===== src/rtl/mod_recon_if.sv =====
// mod_recon_if: operand/result bundle for the mod_recon dividend rebuilder.
//   Start, q, b, rem : request and operands (driven by the master)
//   Busy, Done       : handshake status (driven by the slave)
//   a, Ovf, RemErr   : reconstructed dividend and flags (driven by the slave)
interface mod_recon_if #(
    parameter int unsigned DATAWIDTH = 8
);
    logic                 Start;
    logic [DATAWIDTH-1:0] q;
    logic [DATAWIDTH-1:0] b;
    logic [DATAWIDTH-1:0] rem;
    logic                 Busy;
    logic                 Done;
    logic [DATAWIDTH-1:0] a;
    logic                 Ovf;
    logic                 RemErr;

    modport master (
        output Start, q, b, rem,
        input  Busy, Done, a, Ovf, RemErr
    );

    modport slave (
        input  Start, q, b, rem,
        output Busy, Done, a, Ovf, RemErr
    );
endinterface


===== src/rtl/mod_recon.sv =====
// mod_recon: rebuilds a = q*b + rem with an LSB-first shift-add multiplier.
//   Clk  : rising-edge clock
//   Rst  : synchronous active-high reset
//   bus  : mod_recon_if slave (Start/q/b/rem in, Busy/Done/a/Ovf/RemErr out)
// One operation takes DATAWIDTH multiply cycles plus one add cycle; Done pulses
// on the following cycle together with the new a/Ovf/RemErr.
module mod_recon #(
    parameter int unsigned DATAWIDTH = 8
) (
    input  logic          Clk,
    input  logic          Rst,
    mod_recon_if.slave    bus
);
    localparam int unsigned DW = DATAWIDTH;
    localparam int unsigned AW = 2 * DATAWIDTH + 1;
    localparam int unsigned CW = $clog2(DATAWIDTH + 1);

    typedef enum logic [1:0] {
        IDLE = 2'd0,
        MUL  = 2'd1,
        ADD  = 2'd2,
        DONE = 2'd3
    } state_t;

    state_t          r_state,  w_state_nxt;
    logic            r_busy,   w_busy_nxt;
    logic            r_done,   w_done_nxt;
    logic [DW-1:0]   r_a,      w_a_nxt;
    logic            r_ovf,    w_ovf_nxt;
    logic            r_remerr, w_remerr_nxt;
    logic            r_pend,   w_pend_nxt;
    logic [DW-1:0]   r_q,      w_q_nxt;
    logic [AW-1:0]   r_mcand,  w_mcand_nxt;
    logic [DW-1:0]   r_rem,    w_rem_nxt;
    logic [AW-1:0]   r_acc,    w_acc_nxt;
    logic [CW-1:0]   r_cnt,    w_cnt_nxt;

    logic [AW-1:0]   w_acc_mul;
    logic [AW-1:0]   w_acc_add;

    assign w_acc_mul = r_acc + r_mcand;
    assign w_acc_add = r_acc + AW'(r_rem);

    // State and datapath registers
    always_ff @(posedge Clk) begin
        if (Rst) begin
            r_state  <= IDLE;
            r_busy   <= 1'b0;
            r_done   <= 1'b0;
            r_a      <= '0;
            r_ovf    <= 1'b0;
            r_remerr <= 1'b0;
            r_pend   <= 1'b0;
            r_q      <= '0;
            r_mcand  <= '0;
            r_rem    <= '0;
            r_acc    <= '0;
            r_cnt    <= '0;
        end else begin
            r_state  <= w_state_nxt;
            r_busy   <= w_busy_nxt;
            r_done   <= w_done_nxt;
            r_a      <= w_a_nxt;
            r_ovf    <= w_ovf_nxt;
            r_remerr <= w_remerr_nxt;
            r_pend   <= w_pend_nxt;
            r_q      <= w_q_nxt;
            r_mcand  <= w_mcand_nxt;
            r_rem    <= w_rem_nxt;
            r_acc    <= w_acc_nxt;
            r_cnt    <= w_cnt_nxt;
        end
    end

    // Next-state and next-register values
    always_comb begin
        w_state_nxt  = r_state;
        w_busy_nxt   = r_busy;
        w_done_nxt   = 1'b0;
        w_a_nxt      = r_a;
        w_ovf_nxt    = r_ovf;
        w_remerr_nxt = r_remerr;
        w_pend_nxt   = r_pend;
        w_q_nxt      = r_q;
        w_mcand_nxt  = r_mcand;
        w_rem_nxt    = r_rem;
        w_acc_nxt    = r_acc;
        w_cnt_nxt    = r_cnt;

        unique case (r_state)
            IDLE, DONE: begin
                if (bus.Start) begin
                    w_q_nxt     = bus.q;
                    w_mcand_nxt = AW'(bus.b);
                    w_rem_nxt   = bus.rem;
                    w_acc_nxt   = '0;
                    w_cnt_nxt   = CW'(DW);
                    // Held until DONE so the visible RemErr keeps the last result meanwhile
                    w_pend_nxt  = (bus.b == '0) || (bus.rem >= bus.b);
                    w_busy_nxt  = 1'b1;
                    w_state_nxt = MUL;
                end else begin
                    w_state_nxt = IDLE;
                end
            end
            MUL: begin
                // q shifts right and b shifts left, so q[0]/mcand track the current bit index
                if (r_q[0]) begin
                    w_acc_nxt = w_acc_mul;
                end
                w_q_nxt     = r_q >> 1;
                w_mcand_nxt = r_mcand << 1;
                w_cnt_nxt   = r_cnt - CW'(1);
                if (r_cnt == CW'(1)) begin
                    w_state_nxt = ADD;
                end
            end
            ADD: begin
                // Results are registered on this edge so they appear with Done
                w_acc_nxt    = w_acc_add;
                w_a_nxt      = w_acc_add[DW-1:0];
                w_ovf_nxt    = |w_acc_add[AW-1:DW];
                w_remerr_nxt = r_pend;
                w_done_nxt   = 1'b1;
                w_busy_nxt   = 1'b0;
                w_state_nxt  = DONE;
            end
            default: begin
                w_state_nxt = IDLE;
            end
        endcase
    end

    assign bus.Busy   = r_busy;
    assign bus.Done   = r_done;
    assign bus.a      = r_a;
    assign bus.Ovf    = r_ovf;
    assign bus.RemErr = r_remerr;
endmodule


===== src/flat_wrapper.sv =====
// flat-port wrapper written by rule: the top's interface ports become plain ports
module mod_recon_flat 
#(
    parameter int unsigned DATAWIDTH = 8
)
  (Clk, Rst, bus_Start, bus_q, bus_b, bus_rem, bus_Busy, bus_Done, bus_a, bus_Ovf, bus_RemErr);
  mod_recon_if #(.DATAWIDTH(DATAWIDTH)) bus_i ();
  input  logic Clk;
  input  logic Rst;
  input wire logic [$bits(bus_i.Start)-1:0] bus_Start;
  input wire logic [$bits(bus_i.q)-1:0] bus_q;
  input wire logic [$bits(bus_i.b)-1:0] bus_b;
  input wire logic [$bits(bus_i.rem)-1:0] bus_rem;
  output wire logic [$bits(bus_i.Busy)-1:0] bus_Busy;
  output wire logic [$bits(bus_i.Done)-1:0] bus_Done;
  output wire logic [$bits(bus_i.a)-1:0] bus_a;
  output wire logic [$bits(bus_i.Ovf)-1:0] bus_Ovf;
  output wire logic [$bits(bus_i.RemErr)-1:0] bus_RemErr;
  assign bus_i.Start = bus_Start;
  assign bus_i.q = bus_q;
  assign bus_i.b = bus_b;
  assign bus_i.rem = bus_rem;
  assign bus_Busy = bus_i.Busy;
  assign bus_Done = bus_i.Done;
  assign bus_a = bus_i.a;
  assign bus_Ovf = bus_i.Ovf;
  assign bus_RemErr = bus_i.RemErr;
  mod_recon #(.DATAWIDTH(DATAWIDTH)) u_core (.Clk(Clk), .Rst(Rst), .bus(bus_i));
endmodule

===== config.mk =====
export PLATFORM = sky130hd
export DESIGN_NAME = mod_recon_flat
export DESIGN_NICKNAME = d
export VERILOG_FILES = /design/src/rtl/mod_recon_if.sv /design/src/rtl/mod_recon.sv /design/src/flat_wrapper.sv
export SDC_FILE = /design/constraint.sdc
export NUM_CORES = 1
export LEC_CHECK = 0
export ABC_AREA = 1
export CAP_MARGIN = 20
export CORE_MARGIN = 2
export CORE_UTILIZATION = 50
export DETAILED_ROUTE_END_ITERATION = 8
export GPL_TIMING_DRIVEN = 0
export PLACE_DENSITY = 0.7
export RECOVER_POWER = 25
export SYNTH_ARGS = -nofsm -noshare
export SYNTH_HDL_FRONTEND = slang
export SYNTH_SLANG_ARGS = --single-unit

===== constraint.sdc =====
create_clock -name Clk -period 3.5 [get_ports Clk]
set_input_delay 0.7 -clock Clk [delete_from_list [all_inputs] [get_ports Clk]]
set_output_delay 0.7 -clock Clk [all_outputs]
set_load 0.01 [all_outputs]

==> flow_summary_export.csv <==
group,metric,value,unit
run_status,run_status,"finished clean",
timing,finalHoldViolCount,0,
floorplan,die_w,101,um
place,portBuffers,38,
clocking,clock_tree.root_cell,"clkbuf_8",
setup_path,critPathRequiredTime,3.77,ns
power,vdd.ir_drop.worst,0.364,mV
drt,vias_per_cell,5.27,
clocking,path_clk_slew,0.08,ns
timing,fin_crit_sh,0.764,
place,place_ws,0.969,ns
clocking,cts_buffers,9,
setup_path,cp-start-kind,"flip-flop",
timing,finalMaxSlewViolations,0,
timing,setup_tns,0,ns
min_path,worstHoldPathType,"reg2reg",
grt,grt_util_all_layers,0.259,
flow_run,max-cap-violations,0,
final_layout,fin_nets,870,
drt,drc,0,
grt,globalRoute.totalOverflow,0,
setup_path,timing.critical_path.arrival,2.95,ns
clocking,number_of_post_cts_setup_repair_buffers,0,
final_layout,number_of_fill_cells_in_the_layout,919,
final_layout,stdcell_count,920,
place,post-dp-hpwl,10300,um
timing,finClkSkew,0.00970,ns
drt,first_iter_violations,269,
floorplan,core_region_area,9200,um2
grt,grt_pass1_wl,20900,um
clocking,clkSinkCount,69,
synth,seq_area_frac_synth,0.293,
timing,setup_repair_after_global_routing_missed_its_margin,"no",
timing,whs,0.467,ns
synth,syn-mean-instance-area,6.24,um2
synth,syn_nets,821,
floorplan,io_pins,39,
setup_path,crit_slowest_cell,"o21ai_0",
grt,vias_in_the_first_global_route,4601,
setup_path,cp_cell_sequence,"ha_1, clkbuf_1, inv_1, o21ai_0, buf_4, nand2_1, a21oi_1",
clocking,cts.hold.buffers_added,0,
setup_path,cp_max_fanout,10,
place,placed_cells_incl_taps,905,
setup_path,crit_path_max_incr_delay,0.89,ns
clocking,post_cts_resize_count,0,
drt,drt_first_pass_iters,4,
final_layout,leading_cell_type_in_the_layout_fill_and_taps_excluded,"nand2_1",
floorplan,fp.dieArea,10200,um2
synth,mappedNetlistArea,4720,um2
timing,finalSetupViolCount,0,
clocking,clockBufferDepth,2,
final_layout,layout-drive-gt1-share,0.0556,
timing,max_freq,374,MHz
floorplan,die_h,101,um
final_layout,n_antenna_cell,0,
clocking,worst_skew_pair.late_latency,0.35,ns
drt,vias,4850,
power,leakagePower,2.66,nW
clocking,cts_tree,"yes",
clocking,ctsHtreeMaxLevel,3,
floorplan,start_util,0.513,
synth,synth_cell_types,38,
floorplan,placement_rows,35,
synth,yosysWarnings,0,
setup_path,largest_delay_share_family_worst_path,"compound AO/OA/AOI/OAI gates",
drt,routedWlPerCell,13.9,um
synth,postSynthCellCount,756,
timing,final_critical_path_required_period,2.67,ns
setup_path,critPathKind,"reg2reg",
setup_path,endpoint_kind,"flip-flop",
synth,postSynthRegisterBits,69,
final_layout,most-common-layout-cells,"nand2_1, inv_1, dfxtp_1, a21oi_1",
timing,slew-limit-headroom,0.282,
drt,antenna_left,0,
place,final_replace_weighted_congestion,0.923,
setup_path,path_buf_inv,3,
grt,grt_start_max_net_pins,13,
final_layout,areaGrowthSynthToFinish,14.7,%
drt,route.final.wire_length,12700,um
timing,timing_worst_slew_pin_value,1.07,ns
power,power_per_cell_area,531,nW/um2
grt,antenna_violations_before_repair,0,
timing,setup_slack,0.825,ns
-- sequential cells by signal (all words and copies together) (netlist names) --
| register | flops |
|---|---|
| u_core.r_acc | 17 |
| u_core.bus.Ovf | 1 |
| u_core.r_pend | 1 |
| u_core.bus.a | 8 |
| u_core.bus.RemErr | 1 |
| u_core.r_q | 8 |
| u_core.bus.Done | 1 |
| u_core.r_cnt | 4 |
| u_core.bus.Busy | 1 |
| u_core.r_rem | 8 |
| u_core.r_state | 2 |
| u_core.r_mcand | 17 |
-- worst reg2reg max path, cell delays in order (launching register included) --
cell,delay (ns)
dfxtp_1,0.37
ha_1,0.15
clkbuf_1,0.37
inv_1,0.27
o21ai_0,0.89
buf_4,0.33
nand2_1,0.07
a21oi_1,0.15
-- synthesized netlist by cell type, drive strengths merged --
cell type	n	share of area
and3	1	0.0013
nand2	271	0.22
nand4	3	0.0040
xor2	3	0.0056
nor4	2	0.0027
o31ai	1	0.0016
a21o	2	0.0034
or2	2	0.0027
clkinv	1	0.0011
ha	36	0.095
o21ai	47	0.052
nor3	6	0.0085
a21oi	70	0.076
o22ai	1	0.0013
a21boi	1	0.0016
nand3	38	0.040
and2	1	0.0019
nand3b	7	0.011
fa	2	0.0085
o211ai	1	0.0016
clkbuf	10	0.0082
buf	14	0.015
a31oi	17	0.023
nor2	45	0.036
inv	105	0.084
dfxtp	69	0.29
-- final timing paths --
check	slack [ns]	endpoint	start	cells after the start
worst min register to register	0.47	u_core.bus.a[0]	u_core.bus.a[0]	2
worst min-delay path	0.47	u_core.bus.a[0]	u_core.bus.a[0]	2
worst max register to register	0.83	u_core.r_acc[13]	u_core.r_state[0]	7
worst max-delay path	0.83	u_core.r_acc[13]	u_core.r_state[0]	7
-- metrics by stage --
step / utilization / area [um2] / power (mW)
global placement: 0.569 / 5240 / 2.23
detailed placement: 0.569 / 5240 / 2.26
floorplan: - / 4720 / 1.87
global route: 0.588 / 5410 / 3.08
CTS: 0.590 / 5430 / 2.90
finish: 0.588 / 5410 / 2.88
-- logic make-up (layout without fill, tap and decap cells) --
kind of cell	count (synthesis)	in the layout	synth area share
flip-flops	69	69	0.293
AND/OR/NAND/NOR	376	376	0.329
AO/OA/AOI/OAI	140	140	0.160
adder cells (fa/ha/maj)	38	38	0.104
buffers and inverters	130	183	0.108
XOR/XNOR	3	3	0.00557
-- per-layer routing --
layer,vias up,wire length [um],GRT usage
met2,123,5870,0.444
met3,22,625,0.0414
met5,-,0,0
met1,2177,6010,0.332
met4,0,239,0.0863
li1,2528,-,-
-- report_power, final --
| group | internal, mW | switching (mW) | leakage (nW) |
|---|---|---|---|
| logic | 0.388 | 0.765 | 2.00 |
| clock network | 0.325 | 0.316 | 0.0950 |
| registers | 0.954 | 0.128 | 0.563 |
-- final cells by class --
type | instances | area, um2 | share of cell area
multi-input combinational | 557 | 2820 | 0.521
sequential | 69 | 1380 | 0.255
inverter | 106 | 399 | 0.0738
timing repair buffer | 38 | 380 | 0.0703
tap | 111 | 139 | 0.0257
clock buffer | 9 | 124 | 0.0229
buffer | 24 | 105 | 0.0194
clock inverter | 6 | 65.1 | 0.0120
(Power assumes the default switching activity.)
